==> config.mk <==
export PLATFORM = sky130hd
export DESIGN_NAME = fib_term_buffer
export DESIGN_NICKNAME = d
export VERILOG_FILES = /design/src/rtl/fib_pkg.sv /design/src/rtl/fib_sync_fifo.sv /design/src/rtl/fib_term_buffer.sv
export SDC_FILE = /design/constraint.sdc
export NUM_CORES = 1
export LEC_CHECK = 0
export CAP_MARGIN = 20
export CORE_ASPECT_RATIO = 0.9
export CORE_MARGIN = 1.5
export CORE_UTILIZATION = 40
export DETAILED_ROUTE_END_ITERATION = 16
export GPL_TIMING_DRIVEN = 0
export PLACE_DENSITY = 0.57
export SYNTH_ARGS = -nofsm -noshare
export SYNTH_HDL_FRONTEND = slang
export SYNTH_SLANG_ARGS = --single-unit
==> constraint.sdc <==
create_clock -name clk -period 5.6 [get_ports clk]
set_input_delay 1.12 -clock clk [delete_from_list [all_inputs] [get_ports clk]]
set_output_delay 1.12 -clock clk [all_outputs]
set_load 0.05 [all_outputs]
==> src/rtl/fib_pkg.sv <==
// Shared types for the Fibonacci term buffer.
// Optional index tracking is enabled in the top with FIB_BUF_INDEX_EN.
package fib_pkg;

    localparam int FIB_IDX_W = 32;

    typedef enum logic [1:0] {
        IDLE = 2'd0,
        RUN  = 2'd1,
        OVF  = 2'd2
    } fib_buf_state_t;

endpackage

==> src/rtl/fib_sync_fifo.sv <==
// Plain synchronous FIFO with a registered head; the caller owns all push/pop policy.
// Pointers carry one extra bit so full and empty differ only by the MSB.
module fib_sync_fifo #(
    parameter int DATA_WIDTH = 32,
    parameter int DEPTH      = 4
) (
    input  logic                  clk,
    input  logic                  reset,
    input  logic                  push,
    input  logic                  pop,
    input  logic [DATA_WIDTH-1:0] din,
    output logic                  full,
    output logic                  empty,
    output logic [DATA_WIDTH-1:0] head
);

    localparam int AW = $clog2(DEPTH);

    logic [DATA_WIDTH-1:0] r_mem [DEPTH];
    logic [AW:0]           r_wptr;
    logic [AW:0]           r_rptr;
    logic [DATA_WIDTH-1:0] r_head;
    logic [AW:0]           w_wptr_next;
    logic [AW:0]           w_rptr_next;

    assign empty       = (r_wptr == r_rptr);
    assign full        = (r_wptr[AW] != r_rptr[AW]) && (r_wptr[AW-1:0] == r_rptr[AW-1:0]);
    assign w_wptr_next = r_wptr + {{AW{1'b0}}, push};
    assign w_rptr_next = r_rptr + {{AW{1'b0}}, pop};
    assign head        = r_head;

    always_ff @(posedge clk) begin
        if (push) begin
            r_mem[r_wptr[AW-1:0]] <= din;
        end
    end

    // The head register is preloaded with whatever entry will sit at the read
    // pointer next cycle; when that entry is the one being written now, take din.
    always_ff @(posedge clk or posedge reset) begin
        if (reset) begin
            r_wptr <= '0;
            r_rptr <= '0;
            r_head <= '0;
        end else begin
            r_wptr <= w_wptr_next;
            r_rptr <= w_rptr_next;
            if (w_wptr_next != w_rptr_next) begin
                r_head <= (w_rptr_next == r_wptr) ? din : r_mem[w_rptr_next[AW-1:0]];
            end
        end
    end

endmodule

==> src/rtl/fib_term_buffer.sv <==
// Buffers a free-running Fibonacci term stream, flags sequence wrap and counts dropped terms.
// Define FIB_BUF_INDEX_EN to add out_index, the sequence index stored with each entry.
module fib_term_buffer
    import fib_pkg::*;
#(
    parameter int DATA_WIDTH = 32,
    parameter int DEPTH      = 4,
    parameter int DROP_WIDTH = 16
) (
    input  logic                  clk,
    input  logic                  reset,
    input  logic                  in_valid,
    input  logic [DATA_WIDTH-1:0] in_term,
    output logic                  out_valid,
    input  logic                  out_ready,
    output logic [DATA_WIDTH-1:0] out_term,
    output logic                  overflow,
    output logic [DROP_WIDTH-1:0] dropped,
`ifdef FIB_BUF_INDEX_EN
    output logic [FIB_IDX_W-1:0]  out_index,
`endif
    output fib_buf_state_t        dbg_state
);

    // Handshake: a head transfer happens on every rising edge where
    // out_valid & out_ready; out_valid depends on registered state only.

`ifdef FIB_BUF_INDEX_EN
    localparam int FW = DATA_WIDTH + FIB_IDX_W;
`else
    localparam int FW = DATA_WIDTH;
`endif

    fib_buf_state_t        r_state;
    logic                  r_overflow;
    logic [DATA_WIDTH-1:0] r_last;
    logic [DROP_WIDTH-1:0] r_dropped;
    logic                  w_full;
    logic                  w_empty;
    logic                  w_pop;
    logic                  w_wrap;
    logic                  w_take;
    logic                  w_push;
    logic                  w_drop;
    logic [FW-1:0]         w_din;
    logic [FW-1:0]         w_head;

    assign w_pop  = out_valid & out_ready;
    assign w_wrap = in_valid && (r_state == RUN) && (in_term < r_last);
    assign w_take = in_valid && (r_state != OVF) && !w_wrap;
    assign w_push = w_take && (!w_full || w_pop);
    assign w_drop = w_take && w_full && !w_pop;

    assign out_valid = !w_empty;
    assign overflow  = r_overflow;
    assign dropped   = r_dropped;
    assign dbg_state = r_state;

`ifdef FIB_BUF_INDEX_EN
    logic [FIB_IDX_W-1:0] r_index;

    assign w_din     = {r_index, in_term};
    assign out_term  = w_head[DATA_WIDTH-1:0];
    assign out_index = w_head[FW-1:DATA_WIDTH];

    // Dropped terms still consume an index so downstream can see the gap.
    always_ff @(posedge clk or posedge reset) begin
        if (reset) begin
            r_index <= '0;
        end else if (w_push || w_drop) begin
            r_index <= r_index + {{(FIB_IDX_W-1){1'b0}}, 1'b1};
        end
    end
`else
    assign w_din    = in_term;
    assign out_term = w_head;
`endif

    fib_sync_fifo #(
        .DATA_WIDTH(FW),
        .DEPTH     (DEPTH)
    ) u_fifo (
        .clk  (clk),
        .reset(reset),
        .push (w_push),
        .pop  (w_pop),
        .din  (w_din),
        .full (w_full),
        .empty(w_empty),
        .head (w_head)
    );

    always_ff @(posedge clk or posedge reset) begin
        if (reset) begin
            r_state    <= IDLE;
            r_overflow <= 1'b0;
            r_last     <= '0;
            r_dropped  <= '0;
        end else begin
            if (w_push) begin
                r_last <= in_term;
            end
            if (w_drop && (r_dropped != {DROP_WIDTH{1'b1}})) begin
                r_dropped <= r_dropped + {{(DROP_WIDTH-1){1'b0}}, 1'b1};
            end
            case (r_state)
                IDLE: begin
                    if (w_push) begin
                        r_state <= RUN;
                    end
                end
                RUN: begin
                    if (w_wrap) begin
                        r_state    <= OVF;
                        r_overflow <= 1'b1;
                    end
                end
                OVF: begin
                    r_state <= OVF;
                end
                default: begin
                    r_state <= IDLE;
                end
            endcase
        end
    end

endmodule

==> results list <==
* Result of the run: complete, no violations
- just under 90 I/O pins were placed.
* Die span in x: 165.5 um
* Number of I/O port buffers: 87
- Area of the core: 23340 um2
* Critical Path AT: 5.66 ns
* Routed wire length per instance: roughly 19 um
- Routed via count: between 5000 and 6000
* Worst-case reg-to-reg path depth: 18
* RSZ-0062 raised after global routing: false
* Max-slew headroom at the worst pin: between 30% and 40%
* Placement Rows: 53
- The die is around 150 um tall.
- Non-Filler Cell Area, Final: approximately 12000 um2
- Clk pin slew, worst setup/hold paths: 0.06 ns
- By area the synthesized netlist is led by edfxtp_1 (40%), dfrtp_1 (23%), mux4_2 (7.6%).
* Maximum fanout encountered on the critical timing path: 10
- Counting flops and latches in the post-synthesis netlist gives approximately 220.
- Clock tree synthesis inserted a total of 24 buffers.
* Fraction of final layout cells sized beyond drive strength 1: 17.52%
* Ranking of synthesized cells by instance count: edfxtp_1 (128), dfrtp_1 (89), a21oi_1 (46)
* Cell Area, Placed: ~11000 um2
- The filler cells instantiated in the layout total 1967.
- Counting instances, the worst hold path has a depth of 1.
- The tool flagged a number of max-cap violations equal to 0.
- Count of nets after finishing: roughly 820
- Cell Count, Final, Fillers Out: 1061
- Sinks on Clock Net: 217
* CTS HTree Levels: 1
- Leakage Power: roughly 4.7 nW
- The clock passes through at most 3 buffers.
- In this run, post-CTS hold repair placed 0 buffers.
- edfxtp_1 takes more of the synthesized area than any other cell.
- Antenna cell count: 0
- The worst path in the final design needs a cycle of 5.210 ns, including I/O delays and setup.
- In this run the critical register-to-register path is captured at u_fifo.head[3].
- Before antenna repair, the detailed router went through 4 iterations.
* DP Wirelength: ~14000 um
- The total overflow left after global routing is 0.
- Post-synth net total: around 700
* Classification of the worst setup path: in2reg
- A synthesized cell averages 15.46 um2.
- The number of max-slew violations in the final report was 0.
- Synthesis produced 615 cells.
- During synthesis, Yosys emitted a total of 0 warnings.
* Antenna violations before repair: 0
- The worst register-to-register path has a setup slack of 1.20 ns.
- The via count of the first global-routing pass came to 5838.
* Antenna Nets Post-Route: 0
- Based on the critical path, the design can be clocked at up to 0.1919 GHz.
- For this block, the initial DRC count from the detailed router was 288.
- After synthesis the cells add up to approximately 9500 um2.
- Dividing the detail-routed via count by the number of cells gives 5.107.
* Number of DRC violations after detailed routing: 0
* Placed cell count: 1017
* Most instantiated library cell after synthesis: edfxtp_1
- Wire length of the first global-routing pass: 31920 um
- Entering global routing, the biggest net connects 47 pins.
- Multi-input gate area: 3178 um2
* Proportion of synthesized flip-flops having asynchronous set or reset: 41.01%
- Final-report hold violation count: 0
* CP startpoint kind: input pin
* Class of the worst hold path: reg2reg
- At the end of routability-driven placement, the weighted congestion stood at 0.7916.
* Share of Yosys cell area claimed by the top area cell type: 40.44%
* Register area share after synthesis: 63.87%
* Pwr/cell area: 671.9 nW/um2
- TritonCTS built the clock tree.
- Post-cts resize count: 0
- Growth of design area from synthesis to finish: 23.29%
- After synthesis, the netlist uses 44 different library cells.
- Top_reg_cell synth: edfxtp_1
* Area enclosed by the die boundary: 24700 um2
* Detailed-route wire length: 20050 um
- Global routing used 16.99% of the available tracks.
* Clk_lat worst skew: between 0.5 and 0.6 ns
- Tightest Pin Transition: about 0.96 ns
- Worst min-delay path endpoint: overflow
* Final count of negative-setup-slack endpoints: 0
* Clock tree skew after final layout: between 0.015 and 0.02 ns
- The startpoint identified for the worst hold timing path is overflow.
- Critical path data required time: between 6 and 7 ns
* Crit Reg-Reg Startpoint: r_last[23]
- Effective utilization at floorplan: approximately two fifths
* Buffer cell driving the clock tree root: clkbuf_16
- Count of flip-flops with a built-in enable after synthesis: 128
- Setup Fix Bufs, Post-CTS: 0
* Max VDD drop: between 400 and 500 uV
- In the finished design, the share of the clock period the worst path needs comes to around 93%.
- The worst setup path is captured at a register.
- Register Area: 6071 um2
==> where the power goes <==
part,total [mW],switching [mW],internal (mW)
combinational,3.90,2.22,1.69
clock,1.52,0.627,0.892
sequential,2.45,0.225,2.23
total,7.87,3.07,4.81
==> per-stage QoR <==
stage	utilization, %	hold slack (ns)	setup slack [ns]	setup TNS (ns)	power, mW
2_1_floorplan	-	0.4806	0.6285	0	5.286
3_3_place_gp	46.07	0.4608	-2.417	-310.88	6.276
3_5_place_dp	46.91	0.4630	-0.2624	-6.955	6.442
4_1_cts	50.20	0.4774	0.2857	0	7.992
5_1_grt	50.20	0.5029	0.04263	0	8.386
6_report	50.20	0.4727	0.3898	0	7.874
==> logic make-up (layout without fill, tap and decap cells) <==
logic type      after synthesis  count (layout)  share of synthesized area [%]
flops                       217             217                          63.87
simple gates                105             105                          5.397
mux                         101             101                          16.43
buf+inv                      65             209                          2.909
compound gates               61              61                          3.738
fa+ha+maj                    40              40                          5.265
xor+xnor                     26              26                          2.396
==> worst max path at each step <==
| stage | startpoint | to | slack (ns) | cells past startpoint |
|---|---|---|---|---|
| floorplan | in_term[30] | u_fifo.r_mem[1][0] | 0.63 | 7 |
| global placement | in_term[30] | u_fifo.r_mem[1][0] | -2.42 | 8 |
| detailed placement | in_term[23] | u_fifo.head[3] | -0.26 | 18 |
| CTS | in_term[23] | u_fifo.head[3] | 0.29 | 18 |
| global route | in_term[30] | u_fifo.head[11] | 0.04 | 18 |
| finish | in_term[23] | u_fifo.head[3] | 0.39 | 18 |
==> routing by layer <==
metal	up-vias	GRT usage [%]	part of all wire, %
li1	2546	-	-
met3	27	2.641	4.3
met1	2741	23.97	46
met4	0	4.375	1.9
met5	-	0	0
met2	104	27.46	47
==> cells in the final DEF, fill, tap and decap left out, types with 3 or more instances in the layout <==
cell / instances
nor2_1: 38
mux2i_1: 36
mux2_4: 29
nor3_2: 4
buf_2: 5
inv_1: 38
nand2_1: 18
ha_1: 40
clkbuf_8: 4
dfrtp_1: 89
a21oi_1: 46
nand4_1: 13
xor2_1: 6
clkinv_2: 4
edfxtp_1: 128
nor3_1: 3
nand3_1: 11
clkdlybuf4s50_1: 87
and2_1: 4
clkbuf_16: 24
clkbuf_1: 17
buf_1: 5
xnor2_1: 20
mux2_2: 4
buf_8: 4
buf_6: 10
mux4_2: 32
==> critical path, stage by stage <==
cell             delay (ns)
clkdlybuf4s50_1        0.60
ha_1                   0.29
a21oi_1                0.20
o21ai_0                0.14
a2111oi_0              0.61
o211ai_2               0.25
nand2b_4               0.18
inv_4                  0.07
buf_6                  0.17
ha_1                   0.19
ha_1                   0.19
xor2_1                 0.20
xnor2_1                0.14
or3_1                  0.12
clkbuf_1               0.37
clkbuf_1               0.55
nor2_1                 0.10
a21oi_1                0.15
==> state kept, by name, indices dropped and copies added (netlist names) <==
name,count
u_fifo.r_rptr,3
overflow,1
r_last,32
u_fifo.r_mem,128
dropped,16
u_fifo.r_wptr,3
dbg_state,2
u_fifo.head,32
==> area by class of cell <==
type / count / share of cell area [%]
Sequential cell: 217 / 51.80
Multi-Input combinational cell: 333 / 27.12
Timing Repair Buffer: 100 / 8.915
Clock buffer: 34 / 5.787
Tap cell: 302 / 3.224
Inverter: 40 / 1.324
Buffer: 25 / 1.057
Clock inverter: 10 / 0.7687
Power figures use the tool's default switching activity.
